[src/rtl/aes_round_sched.sv]
// AES-128 round sequencer: drives key-expansion strobes with rcon, round-datapath
// selects, and a held valid/ready completion handshake with a saturating block counter.
module aes_round_sched #(
    parameter int NR    = 10,
    parameter int CNT_W = 16
) (
    input  logic             clk,
    input  logic             rst,
    input  logic             start,
    output logic             ready,
    input  logic             abort,
    output logic             kld,
    output logic             key_step,
    output logic [7:0]       rcon,
    output logic [3:0]       round,
    output logic             sel_init,
    output logic             sel_final,
    output logic             busy,
    output logic             out_valid,
    input  logic             out_ready,
    output logic [CNT_W-1:0] blk_cnt
);

    typedef enum logic [2:0] {IDLE, LOAD, INIT, ROUND, FINAL, HOLD} state_t;

    localparam logic [3:0] NR_L  = 4'(NR);
    localparam logic [3:0] NR_M1 = 4'(NR - 1);

    // GF(2^8) multiply-by-x used to advance the round constant
    function automatic logic [7:0] xtime(input logic [7:0] b);
        return {b[6:0], 1'b0} ^ (b[7] ? 8'h1b : 8'h00);
    endfunction

    state_t           state_r, state_nx_s;
    logic [3:0]       round_r, round_nx_s;
    logic [7:0]       rcon_acc_r, rcon_acc_nx_s;
    logic             cnt_inc_s;
    logic             key_step_nx_s;
    logic             ready_r, kld_r, key_step_r, sel_init_r, sel_final_r, busy_r, out_valid_r;
    logic [7:0]       rcon_r;
    logic [CNT_W-1:0] blk_cnt_r;

    // Next-state, round index and rcon accumulator; abort overrides everything but rst
    always_comb begin
        state_nx_s    = state_r;
        round_nx_s    = round_r;
        rcon_acc_nx_s = rcon_acc_r;
        cnt_inc_s     = 1'b0;
        if (abort) begin
            state_nx_s = IDLE;
            round_nx_s = 4'd0;
        end else begin
            case (state_r)
                IDLE: begin
                    round_nx_s = 4'd0;
                    if (start) begin
                        state_nx_s    = LOAD;
                        rcon_acc_nx_s = 8'h01;
                    end else begin
                        state_nx_s = IDLE;
                    end
                end
                LOAD: begin
                    state_nx_s = INIT;
                    round_nx_s = 4'd0;
                end
                INIT: begin
                    state_nx_s    = ROUND;
                    round_nx_s    = 4'd1;
                    rcon_acc_nx_s = xtime(rcon_acc_r);
                end
                ROUND: begin
                    rcon_acc_nx_s = xtime(rcon_acc_r);
                    if (round_r == NR_M1) begin
                        state_nx_s = FINAL;
                        round_nx_s = NR_L;
                    end else begin
                        state_nx_s = ROUND;
                        round_nx_s = round_r + 4'd1;
                    end
                end
                FINAL: begin
                    state_nx_s = HOLD;
                    round_nx_s = NR_L;
                end
                HOLD: begin
                    if (out_ready) begin
                        state_nx_s = IDLE;
                        round_nx_s = 4'd0;
                        cnt_inc_s  = 1'b1;
                    end else begin
                        state_nx_s = HOLD;
                        round_nx_s = NR_L;
                    end
                end
                default: begin
                    state_nx_s = IDLE;
                    round_nx_s = 4'd0;
                end
            endcase
        end
    end

    assign key_step_nx_s = (state_nx_s == ROUND) || (state_nx_s == FINAL);

    // State and registered outputs, decoded from the state being entered
    always_ff @(posedge clk) begin
        if (!rst) begin
            state_r     <= IDLE;
            round_r     <= 4'd0;
            rcon_acc_r  <= 8'h00;
            rcon_r      <= 8'h00;
            ready_r     <= 1'b0;
            kld_r       <= 1'b0;
            key_step_r  <= 1'b0;
            sel_init_r  <= 1'b0;
            sel_final_r <= 1'b0;
            busy_r      <= 1'b0;
            out_valid_r <= 1'b0;
            blk_cnt_r   <= {CNT_W{1'b0}};
        end else begin
            state_r     <= state_nx_s;
            round_r     <= round_nx_s;
            rcon_acc_r  <= rcon_acc_nx_s;
            rcon_r      <= key_step_nx_s ? rcon_acc_r : 8'h00;
            ready_r     <= (state_nx_s == IDLE);
            kld_r       <= (state_nx_s == LOAD);
            key_step_r  <= key_step_nx_s;
            sel_init_r  <= (state_nx_s == INIT);
            sel_final_r <= (state_nx_s == FINAL);
            busy_r      <= (state_nx_s == LOAD) || (state_nx_s == INIT) || key_step_nx_s;
            out_valid_r <= (state_nx_s == HOLD);
            if (cnt_inc_s && (blk_cnt_r != {CNT_W{1'b1}})) begin
                blk_cnt_r <= blk_cnt_r + CNT_W'(1);
            end else begin
                blk_cnt_r <= blk_cnt_r;
            end
        end
    end

    assign ready     = ready_r;
    assign kld       = kld_r;
    assign key_step  = key_step_r;
    assign rcon      = rcon_r;
    assign round     = round_r;
    assign sel_init  = sel_init_r;
    assign sel_final = sel_final_r;
    assign busy      = busy_r;
    assign out_valid = out_valid_r;
    assign blk_cnt   = blk_cnt_r;

endmodule

[config.mk]
export PLATFORM = sky130hd
export DESIGN_NAME = aes_round_sched
export DESIGN_NICKNAME = d
export VERILOG_FILES = /design/src/rtl/aes_round_sched.sv
export SDC_FILE = /design/constraint.sdc
export NUM_CORES = 1
export LEC_CHECK = 0
export CORE_ASPECT_RATIO = 1.5
export CORE_MARGIN = 3
export CORE_UTILIZATION = 35
export CTS_CLUSTER_DIAMETER = 200
export DETAILED_ROUTE_END_ITERATION = 12
export HOLD_SLACK_MARGIN = 0.03
export PLACE_DENSITY_LB_ADDON = 0.05
export SYNTH_ARGS = -nofsm -noshare
export SYNTH_HDL_FRONTEND = slang
export SYNTH_SLANG_ARGS = --single-unit
export TNS_END_PERCENT = 30
[constraint.sdc]
create_clock -name clk -period 2.5 [get_ports clk]
set_input_delay 0.25 -clock clk [delete_from_list [all_inputs] [get_ports clk]]
set_output_delay 0.25 -clock clk [all_outputs]
set_load 0.01 [all_outputs]
### Word level (Yosys, flattened, before mapping)

Cells that the tools add are included.

* add/subtract/negate cells: 2
* $mul: 0
* divide/modulo/power cells: 0
* magnitude comparators: 0
* equal/unequal tests: 13
* shifts and indexed selects: 0
* multiplexer cells: 14
* bitwise operators: 3
* reductions and logical operators: 11

Operators by type and width (count)
* one-hot mux 3 bit (6 select lines): 1
* adder 16 x 1 -> 16 bit, second input constant: 1
* inequality test 16 bit, second input constant: 1
* one-hot mux 4 bit (4 select lines): 1
* one-hot mux 8 bit (2 select lines): 1
* equality test 3 x 2 -> 1 bit, second input constant: 4
* equality test 3 bit, second input constant: 4
* 2-to-1 mux 3 bit: 3
* 2-to-1 mux 4 bit: 2
* 2-to-1 mux 8 bit: 1
* XOR 8 x 5 -> 8 bit: 1
* equality test 3 x 1 -> 1 bit, second input constant: 2
* zero test 3 bit: 2
* 2-to-1 mux 5 bit: 1
* adder 4 x 1 -> 4 bit, second input constant: 1
* equality test 4 bit, second input constant: 1
* 2-to-1 mux 1 bit: 4
* OR reduction 2 bit: 2
* logical OR 1 bit: 3
* AND reduction 3 bit: 1
* inequality test 2 bit, second input constant: 1
* inverter 1 bit: 2
* AND reduction 2 bit: 1
* nonzero test 2 bit: 1
* logical AND 1 bit: 1

* bits in registers: 46
* latch bits: 0
* bits in writable memories: 0
* memory bits (read-only): 0
* input bits: 5
* output and inout bits: 35
* logic and storage cells: 55
* memories: 0

### Depth between registers and ports, before layout

* depth after elaboration: 7
* mapped depth: 8
* mapped depth without buffers: 6

### Least setup slack after synthesis

OpenSTA, ideal clock, no wires.

* path kind: flip-flop to flip-flop
* from: register blk_cnt_r[0] (netlist: blk_cnt[0])
* to: register blk_cnt_r[8] (netlist: blk_cnt[8])
* setup time: 70 ps
* arrival time: 1584 ps
* required time: 2430 ps
* slack: 846 ps
* stages on the path, launching flop included: 9
* buffers on the path: 3
* clock period less this slack: 1654 ps
* cell sequence: dfxtp_1 > ha_1 > clkbuf_1 > nand3_1 > nor4_2 > buf_4 > buf_6 > o31ai_1 > a21oi_1

* longest elaborated chain between the ends: 2
* elaborated cells on any way between the ends: 3
* classes of those cells: 1 x add/sub; 1 x eq/ne; 1 x reduce/logical

RTL lines
* from (decl): line 41 `logic [CNT_W-1:0] blk_cnt_r;`
* from (signal assigned): line 120 `blk_cnt_r <= {CNT_W{1'b0}};`
* from (signal assigned): line 134 `blk_cnt_r <= blk_cnt_r + CNT_W'(1);`
* from (signal assigned): line 136 `blk_cnt_r <= blk_cnt_r;`
* parallel branches: the longest is 2 deep, another holds adder 16 x 1 -> 16 bit

Parallel ways; which one is timed is not known.
A chain may end at the register's enable or synchronous reset.

### Final worst setup path

* from: register blk_cnt_r[0] (netlist: blk_cnt[0])
* to: register blk_cnt_r[4] (netlist: blk_cnt[4])

The elaborated chain is that of the path after synthesis.

==> out/qor.txt <==
DR iter-0 viols -> 123
clk buf depth -> 2
first-pass GRT wire length -> 7660 um
Num CTS Buffers -> 5
Setup WS post-layout -> 0.768 ns
Congestion Overflow GR -> 0
ys flop type -> dfxtp_1
hold_buf cts -> 0
CTS tree -> yes
final net count -> 252
Via density -> 5.31
CORE AREA -> 5290 sq um
Worst Hold Class -> reg2reg
CP Capture Type -> flop
share of the synthesized area in the top cell type -> 0.469
Post-CTS Setup Inserts -> 0
fin area -> 2500 sq um
power per cell area -> 540 nW/um^2
clock share of power -> 0.412
drt first pass iters -> 4
Mapped Avg Cell Area -> 9.48 sq um
Yosys cell types -> 52
initial antenna violation count -> 0
fillcell total -> 550
Area contributors post-synth -> dfxtp_1 47%, a21oi_1 4.6%, o31ai_1 4.2%
Critical Path AT -> 1.97 ns
Worst VDD drop -> 0.000334 V
vias in the first global route -> 1562
Worst-Skew Late Latency -> 0.30 ns
Tot GR Track Use -> 0.149
combinational share of power -> 0.039
unrepaired setup endpoints after global routing -> no
clk root buf -> clkbuf_8
row count -> 32
worst clock skew -> 0.00407 ns
Critical Path Fanout Max -> 22
Initial Utilization -> 0.371
Flop pwr share -> 0.550
critical path cell sequence -> ha_1 > nand3_1 > nor4_2 > buf_4 > or4_1 > a21oi_1
crit path time final -> 1.73 ns
CP required -> 2.73 ns
Syn-to-layout area delta -> 27.6%
Pint -> 1.06 mW
Slew Limit Fails -> 0
Seq cells post-synth -> 46
Slowest-stage cell, CP -> or4_1
H-tree Lvls -> 2
post-CTS sizing -> 0
pre-CTS setup slack -> 0.468 ns
max frequency -> 578 MHz
drc violations -> 0
Sink Count -> 46
met2 wire len -> 2140 um
DR vias -> 1662
Final TNS setup -> 0 ns
largest net degree at the start of global routing -> 23
max-cap viol count -> 0
Seq/Total Area, Yosys -> 0.469
Yosys warnings -> 0
critical path class -> reg2reg
placed inst area -> 2390 sq um
hpwl dp -> 3060 um
Largest stage delay, worst path -> 0.48 ns
fin crit share -> 0.693
GPL Wtd Cong -> 0.735
largest area contributor in the netlist -> dfxtp_1
Final Hold Fails -> 0
outcome -> finished clean
Worst slew margin -> 0.712
Die X -> 67.1 um
switching component of the power -> 0.292 mW
Port Buffers -> 39
max layer used -> met4
Die Ht -> 97.7 um
Critical Path Start Type -> flop
worst hold margin -> 0.485 ns
share of cells above drive strength 1 -> 0.0939
Post-Syn Nets -> 215
Worst-Margin Slew -> 0.431 ns
switching share of power -> 0.216
final wirelength -> 4300 um
DRT met1 WL -> 1870 um
EDFF count, synth -> 0
# setup viols final -> 0
Final ANT Viol Nets -> 0
metal3 WL -> 182 um
die area -> 6560 sq um
antenna cell count -> 0
ys async rst share -> 0
Clock transition at path regs -> 0.09 ns
Routed wire per std cell -> 13.7 um
Post-Syn Area -> 1960 sq um
IO Pins -> 40
leakage -> 0.859 nW
Post-Synthesis Cells -> 207
cell usage after synthesis (3+ instances only):
| master | instances |
|---|---|
| and2_1 | 11 |
| nand4_1 | 6 |
| nand3_1 | 7 |
| nand2_1 | 9 |
| o31ai_1 | 11 |
| buf_2 | 5 |
| and4_1 | 4 |
| nor3_1 | 3 |
| a22oi_1 | 3 |
| nor2_1 | 15 |
| dfxtp_1 | 46 |
| or4_1 | 9 |
| ha_1 | 3 |
| clkbuf_1 | 3 |
| a21oi_1 | 18 |
| inv_1 | 4 |
| xor2_1 | 3 |
| a22o_1 | 4 |
| nand2b_1 | 3 |
registers in the layout, indices dropped and copies added, names as in the netlist:
register	flops
rcon	8
out_valid	1
sel_final	1
rcon_acc_r	8
round	4
ready	1
state_r	3
key_step	1
blk_cnt	16
sel_init	1
busy	1
kld	1
final timing paths:
check / from / to / slack, ns / cells after the start
worst min register to register: rcon_acc_r[0] / rcon[0] / 0.48 / 2
worst max register to register: blk_cnt[0] / blk_cnt[4] / 0.77 / 6
worst max-delay path: blk_cnt[0] / blk_cnt[4] / 0.77 / 6
worst min-delay path: rcon_acc_r[0] / rcon[0] / 0.48 / 2
cell families after synthesis:
group	Yosys count	synth area share
and+or+nand+nor	83	0.257
xor gates and xnor gates	4	0.0179
muxes	1	0.00510
DFF	46	0.469
adders and majority gates	3	0.0191
buffers and inverters	18	0.0491
AOI/OAI and AO/OA	52	0.182
worst max-delay path, delay by kind of cell (launching register included):
| kind | cells | cell delay, ns |
|---|---|---|
| AND/OR/NAND/NOR | 3 | 0.66 |
| flip-flops | 1 | 0.35 |
| adder cells (fa/ha/maj) | 1 | 0.32 |
| buffers and inverters | 1 | 0.20 |
| AO/OA/AOI/OAI | 1 | 0.14 |
power by group through the flow:
stage,combinational (mW),clock [mW],sequential [mW]
2_1_floorplan,0.0283,0,0.759
3_3_place_gp,0.0534,0,0.760
3_5_place_dp,0.0528,0,0.760
4_1_cts,0.0531,0.578,0.743
5_1_grt,0.0587,0.612,0.744
6_report,0.0522,0.557,0.743
per-layer routing:
| layer | track usage | vias up |
|---|---|---|
| li1 | - | 832 |
| met1 | 0.186 | 782 |
| met2 | 0.234 | 40 |
| met3 | 0.0394 | 8 |
| met4 | 0.0641 | 0 |
| met5 | 0 | - |
cells in the final DEF (no fill, tap or decap), types with 6 or more instances in the layout:
master,synthesis,layout
dfxtp_1,46,46
nand2_1,9,9
nand4_1,6,6
o31ai_1,11,11
clkdlybuf4s50_1,0,39
nand3_1,7,7
a21oi_1,18,18
nor2_1,15,15
and2_1,11,11
or4_1,9,9
per-stage QoR:
step	total power [mW]	cells	util
floorplan	0.787	207	-
global placement	0.814	305	0.452
detailed placement	0.813	305	0.452
CTS	1.37	313	0.474
global route	1.41	313	0.474
finish	1.35	313	0.474
final cells by class:
cell class	count	area, sq um	share of cell area
clock buffer	5	68.8	0.0275
multi-input combinational	143	945	0.377
inverter	5	18.8	0.00750
timing repair buffer	43	420	0.168
sequential	46	921	0.368
clock inverter	3	45.0	0.0180
tap	68	85.1	0.0340
(Power assumes the default switching activity.)
